## src/rtl/pipelined_cla_adder.sv

```systemverilog
// ---------------------------------------------------------------------------
// pipelined_cla_adder
//
// Purpose:
//   Pipelined carry-lookahead adder. A WIDTH-bit add is split into
//   NUM_STAGES = WIDTH/(4*GROUPS_PER_STAGE) register stages. Each stage
//   resolves GROUPS_PER_STAGE 4-bit lookahead groups using group
//   generate/propagate, and hands its registered carry to the next stage.
//   Upper operand slices travel forward with the word, so each stage only
//   sees the slice it resolves. Sum bits that are already resolved travel
//   forward as well. A single global stall freezes every stage at once,
//   so words are never dropped, duplicated or reordered.
//
// Parameters:
//   WIDTH            operand/sum width, a multiple of 4*GROUPS_PER_STAGE
//   GROUPS_PER_STAGE 4-bit lookahead groups resolved per stage
//
// Ports:
//   clk        rising-edge clock
//   rst_n      asynchronous active-low reset; clears all valid bits
//   in_valid   operands present
//   in_ready   stage 0 can accept (= !stall, combinational on out_ready)
//   a, b       operands
//   c_in       carry into bit 0
//   sub        (only with CLA_PIPE_SUB_EN) 1 selects a - b, c_in ignored
//   out_valid  result present
//   out_ready  downstream accepts
//   sum        result, modulo 2^WIDTH
//   c_out      carry out of bit WIDTH-1 (for subtract: 1 = no borrow)
//   ovf        signed overflow, carry(WIDTH-1) ^ carry(WIDTH)
//
// Build option:
//   CLA_PIPE_SUB_EN  adds the sub port and the subtract mode
// ---------------------------------------------------------------------------
module pipelined_cla_adder #(
  parameter int WIDTH            = 32,
  parameter int GROUPS_PER_STAGE = 2
) (
  input  logic             clk,
  input  logic             rst_n,
  input  logic             in_valid,
  output logic             in_ready,
  input  logic [WIDTH-1:0] a,
  input  logic [WIDTH-1:0] b,
  input  logic             c_in,
`ifdef CLA_PIPE_SUB_EN
  input  logic             sub,
`endif
  output logic             out_valid,
  input  logic             out_ready,
  output logic [WIDTH-1:0] sum,
  output logic             c_out,
  output logic             ovf
);

  localparam int SLICE      = 4 * GROUPS_PER_STAGE;
  localparam int NUM_STAGES = WIDTH / SLICE;

  // One 4-bit lookahead group: returns {carry_out, sum[3:0]}.
  // Group carry = G_grp | P_grp & carry_in.
  function automatic logic [4:0] cla_group(input logic [3:0] ga,
                                            input logic [3:0] gb,
                                            input logic       cin);
    logic [3:0] p;
    logic [3:0] g;
    logic [3:0] c;
    logic       g_grp;
    logic       p_grp;
    p     = ga ^ gb;
    g     = ga & gb;
    c[0]  = cin;
    c[1]  = g[0] | (p[0] & cin);
    c[2]  = g[1] | (p[1] & g[0]) | (p[1] & p[0] & cin);
    c[3]  = g[2] | (p[2] & g[1]) | (p[2] & p[1] & g[0])
          | (p[2] & p[1] & p[0] & cin);
    g_grp = g[3] | (p[3] & g[2]) | (p[3] & p[2] & g[1])
          | (p[3] & p[2] & p[1] & g[0]);
    p_grp = &p;
    return {g_grp | (p_grp & cin), p ^ c};
  endfunction

  logic             stall;
  logic [WIDTH-1:0] b_eff;
  logic             cin_eff;

  // Stall is global: the whole pipe freezes, bubbles included.
  assign stall    = out_valid & ~out_ready;
  assign in_ready = ~stall;

`ifdef CLA_PIPE_SUB_EN
  // a - b = a + ~b + 1; the inverted b slices travel down the pipe.
  assign b_eff   = sub ? ~b : b;
  assign cin_eff = sub | c_in;
`else
  assign b_eff   = b;
  assign cin_eff = c_in;
`endif

  for (genvar k = 0; k < NUM_STAGES; k++) begin : g_stage
    localparam int LO   = SLICE * k;
    localparam int DONE = LO + SLICE;
    localparam int REM  = WIDTH - DONE;

    // src_a/src_b hold the operand bits not yet consumed; the low
    // SLICE bits are this stage's slice.
    logic [WIDTH-LO-1:0] src_a;
    logic [WIDTH-LO-1:0] src_b;
    logic                cin_s;
    logic                vin_s;
    logic [SLICE-1:0]    sum_s;
    logic                cout_s;
    logic                c_chain;
    logic [4:0]          grp;
    logic [DONE-1:0]     sum_d;
    logic [DONE-1:0]     sum_q;
    logic                valid_d;
    logic                valid_q;
    logic                carry_d;
    logic                carry_q;

    if (k == 0) begin : g_head
      assign src_a = a;
      assign src_b = b_eff;
      assign cin_s = cin_eff;
      assign vin_s = in_valid;
      assign sum_d = sum_s;
    end else begin : g_body
      assign src_a = g_stage[k-1].g_ops.a_q;
      assign src_b = g_stage[k-1].g_ops.b_q;
      assign cin_s = g_stage[k-1].carry_q;
      assign vin_s = g_stage[k-1].valid_q;
      assign sum_d = {sum_s, g_stage[k-1].sum_q};
    end

    // GROUPS_PER_STAGE groups chained through their group carries.
    always_comb begin
      c_chain = cin_s;
      sum_s   = '0;
      grp     = '0;
      for (int j = 0; j < GROUPS_PER_STAGE; j++) begin
        grp              = cla_group(src_a[4*j +: 4], src_b[4*j +: 4], c_chain);
        sum_s[4*j +: 4]  = grp[3:0];
        c_chain          = grp[4];
      end
      cout_s = c_chain;
    end

    assign valid_d = vin_s;
    assign carry_d = cout_s;

    always_ff @(posedge clk or negedge rst_n) begin
      if (!rst_n) begin
        valid_q <= 1'b0;
        carry_q <= 1'b0;
        sum_q   <= '0;
      end else if (!stall) begin
        valid_q <= valid_d;
        carry_q <= carry_d;
        sum_q   <= sum_d;
      end
    end

    // Operand skew registers: only the slices later stages still need.
    if (REM > 0) begin : g_ops
      logic [REM-1:0] a_d;
      logic [REM-1:0] b_d;
      logic [REM-1:0] a_q;
      logic [REM-1:0] b_q;

      assign a_d = src_a[WIDTH-LO-1:SLICE];
      assign b_d = src_b[WIDTH-LO-1:SLICE];

      always_ff @(posedge clk or negedge rst_n) begin
        if (!rst_n) begin
          a_q <= '0;
          b_q <= '0;
        end else if (!stall) begin
          a_q <= a_d;
          b_q <= b_d;
        end
      end
    end

    // Carry into the MSB is recovered as a ^ b ^ sum at that bit, so the
    // overflow flag needs no extra carry tap out of the group logic.
    if (k == NUM_STAGES - 1) begin : g_tail
      logic ovf_d;
      logic ovf_q;

      assign ovf_d = src_a[SLICE-1] ^ src_b[SLICE-1] ^ sum_s[SLICE-1] ^ cout_s;

      always_ff @(posedge clk or negedge rst_n) begin
        if (!rst_n) begin
          ovf_q <= 1'b0;
        end else if (!stall) begin
          ovf_q <= ovf_d;
        end
      end
    end
  end

  assign out_valid = g_stage[NUM_STAGES-1].valid_q;
  assign sum       = g_stage[NUM_STAGES-1].sum_q;
  assign c_out     = g_stage[NUM_STAGES-1].carry_q;
  assign ovf       = g_stage[NUM_STAGES-1].g_tail.ovf_q;

endmodule

```

## config.mk

```make
export PLATFORM = sky130hd
export DESIGN_NAME = pipelined_cla_adder
export DESIGN_NICKNAME = d
export VERILOG_FILES = /design/src/rtl/pipelined_cla_adder.sv
export SDC_FILE = /design/constraint.sdc
export NUM_CORES = 1
export LEC_CHECK = 0
export CAP_MARGIN = 10
export CORE_ASPECT_RATIO = 0.6
export CORE_MARGIN = 2
export CORE_UTILIZATION = 41
export DETAILED_ROUTE_END_ITERATION = 6
export HOLD_SLACK_MARGIN = 0.06
export PLACE_DENSITY = 0.71
export SETUP_SLACK_MARGIN = 0.1
export SKIP_CTS_REPAIR_TIMING = 1
export SLEW_MARGIN = 10
export SYNTH_ARGS = -nofsm -noshare
export SYNTH_HDL_FRONTEND = slang
export SYNTH_SLANG_ARGS = --single-unit
```

## constraint.sdc

```tcl
create_clock -name clk -period 2 [get_ports clk]
set_input_delay 0.4 -clock clk [delete_from_list [all_inputs] [get_ports clk]]
set_output_delay 0.4 -clock clk [all_outputs]
set_load 0.01 [all_outputs]
```

==> impl_metrics.tcl <==
set metrics [dict create \
    outcome "finished, final reports clean" \
    fmaxAchievable_ghz 0.5078 \
    swShare 0.3540 \
    path_max_fanout 2 \
    diodes 0 \
    max-cap-violations 0 \
    power_w 0.01624 \
    postLayoutSetupSlackWorst_ps 30.60 \
    path_cells "ha_4 -> a211oi_4 -> nor2_2 -> o21ai_1 -> nand2b_1 -> fa_2 -> nand2_1 -> nand2_1" \
    crit_type "register to register" \
    cts.clk_slew.worst_paths_ps 60 \
    ys_async_sr_fraction 1.000 \
    gp_congestion 0.7945 \
    cts_sinks 185 \
    cpLargestDelayFamily "adder cells" \
    grt_usage 0.1649 \
    ys_seq_area_frac 0.5733 \
    via_count 5955 \
    core_sq_mm 0.01918 \
    grt-ovfl-total 0 \
    synth_top_area_share 0.5733 \
    p_leak_nw 5.225 \
    die_x_um 185.2 \
    hold_class "register to register" \
    timing.rr.end "g_stage[2].sum_q[20]" \
    crit_buf_inv 0 \
    num-fill-cells 1754 \
    slowest_delay_ps 530 \
    syn_area_sq_mm 0.008075 \
    power_frac_clock 0.211 \
    crit_start "g_stage[1].g_ops.b_q[0]" \
    syn_to_final_growth_pct 30.11 \
    cts_buffers 17 \
    p_sw_w 0.005750 \
    ioPinCount 105 \
    grt_pass1_wl_mm 27.25 \
    num-nets-final 1121 \
    cp_common_cell "nand2_1" \
    start_kind "register" \
    reg2reg_from "g_stage[1].g_ops.b_q[0]" \
    ys_types 30 \
    grt_antenna_before_repair 0 \
    pre_cts_ws_ps -480.4 \
    finalSetupViolCount 0 \
    ys_warn_count 0 \
    p_per_area_mw_per_mm2 1546 \
    reg2reg_slack_ps 30 \
    period_share 0.9847 \
    routedWlPerCell_um 12.77 \
    end_kind "register" \
    yosys_register_bits 185 \
    cp.required_ps 2370 \
    start_util 0.4211 \
    p_int_w 0.01049 \
    layoutNonFillerInstCount 1291 \
    port_buffers 104 \
    fin_crit_ps 1969 \
    vias_per_cell 4.613 \
    final_cell_area_sq_mm 0.01051 \
    crit_end "g_stage[2].sum_q[20]" \
    drc 0 \
    layout.cells.most_common_list "460 x nand2_1, 185 x dfrtp_1, 98 x clkdlybuf4s50_1" \
    yosys-top-cells-area "dfrtp_1 57%, nand2_1 21%, ha_1 5.0%" \
    regArea_sq_mm 0.004629 \
    dp_cells 1252 \
    drive_gt1_frac 0.1083 \
    drt_wl_total_mm 16.49 \
    synth_edf_count 0 \
    pwr-share-comb 0.401 \
    worst_pin_slew_ps 474.7 \
    drv_slew 0 \
    dpl-instance-area_sq_mm 0.009666 \
    clock-skew-final_ps 9.266 \
    cts_root_buffer "clkbuf_16" \
    maxSlewHeadroom 0.6836 \
    drt_iter0_markers 366 \
    peakVddDrop_v 0.0006825 \
    insertion_delay_ps 430 \
    grt_pass1_vias 5675 \
    grt_setup_unrepaired "yes" \
    clockBufferDepth 2 \
    cp_num_cells 8 \
    multi_input_area_sq_mm 0.003418 \
    postRouteAntennaNets 0 \
    reg2regPathDepth 8 \
    grt_max_degree 91 \
    syn_nets 995 \
    ys.flop_type "dfrtp_1" \
    seqPwrFrac 0.389 \
    synth_top_area_cell "dfrtp_1" \
    fp-row-count 39 \
    avgSynthCellArea_sq_um 9.114 \
    slowest_stage "fa_2" \
    hold_viol 0 \
    htreeDepth 4 \
    die_area_sq_mm 0.02087 \
    dp_hpwl_mm 11.22 \
    final_common_cell "nand2_1" \
    die_height_um 112.7 \
    cts_tree "yes" \
    firstDrtPassIters 4 \
    synthCells 886 \
    cp_data_arrival_time_ps 2340 \
]
## worst min-delay path, stage by stage, from the launching register on
cell and delay (ps):
dfrtp_1 340, nand2_1 50, nand2_1 40
## cells in the mapped netlist, types with 7 or more instances
cell,count
o21ai_0,23
dfrtp_1,185
buf_2,15
nand2_1,461
a211oi_1,8
fa_1,8
xor2_1,13
nor2_1,25
clkbuf_1,25
a21oi_1,16
ha_1,32
inv_1,16
nand2b_1,9
o21ai_1,7
## sequential cells by signal, summed over array words and instances (netlist names)
signal             flops
ovf                    1
c_out                  1
g_stage.carry_q        3
out_valid              1
g_stage.valid_q        3
sum                   32
g_stage.g_ops.b_q     48
g_stage.sum_q         48
g_stage.g_ops.a_q     48
## metrics by stage
step	hold slack, ps	setup TNS, ps	utilization
final	460.4	0	0.5479
after global routing	478.6	-282.2	0.5479
after CTS	-61.13	-106.6	0.5351
after detailed placement	408.7	-1828	0.5040
after global placement	402.7	-1439	0.5040
after floorplan	104.4	0	-
## worst min path at each step
stage / depth (start not counted) / from / slack (ps) / end
floorplan: 0 / rst_n / 100 / c_out
detailed placement: 1 / rst_n / 410 / sum[8]
CTS: 1 / rst_n / -60 / g_stage[2].sum_q[11]
global placement: 1 / rst_n / 400 / sum[8]
finish: 2 / g_stage[2].valid_q / 460 / g_stage[2].valid_q
global route: 1 / g_stage[2].valid_q / 480 / out_valid
## layer usage
layer / up-vias / GRT usage / wire, um
li1: 3055 / - / -
met1: 2781 / 0.2324 / 8069
met2: 95 / 0.2522 / 7504
met3: 24 / 0.03862 / 607
met4: 0 / 0.05661 / 305
met5: - / 0 / 0
## logic make-up after synthesis
family                     share of synthesized area
buffers and inverters                        0.02882
xor gates and xnor gates                     0.01844
and+or+nand+nor                               0.2411
AOI/OAI and AO/OA                            0.06771
muxes                                       0.001240
adders and majority gates                    0.06941
DFF                                           0.5733
## power groups by stage
stage / registers (W) / clock network (W) / logic (W)
after floorplan: 0.00629 / 0 / 0.00379
after global placement: 0.00628 / 0 / 0.00583
after detailed placement: 0.00634 / 0 / 0.00602
after CTS: 0.00628 / 0.00352 / 0.00605
after global routing: 0.00650 / 0.00368 / 0.00736
final: 0.00631 / 0.00342 / 0.00651
## cell type report
cell class	instances	share of cell area
sequential	185	0.4406
clock buffer	21	0.04287
inverter	16	0.006193
tap	266	0.03168
multi-input combinational	644	0.3254
timing repair buffer	148	0.1395
clock inverter	11	0.01381
Note: power is estimated with default switching activity, not from simulation.
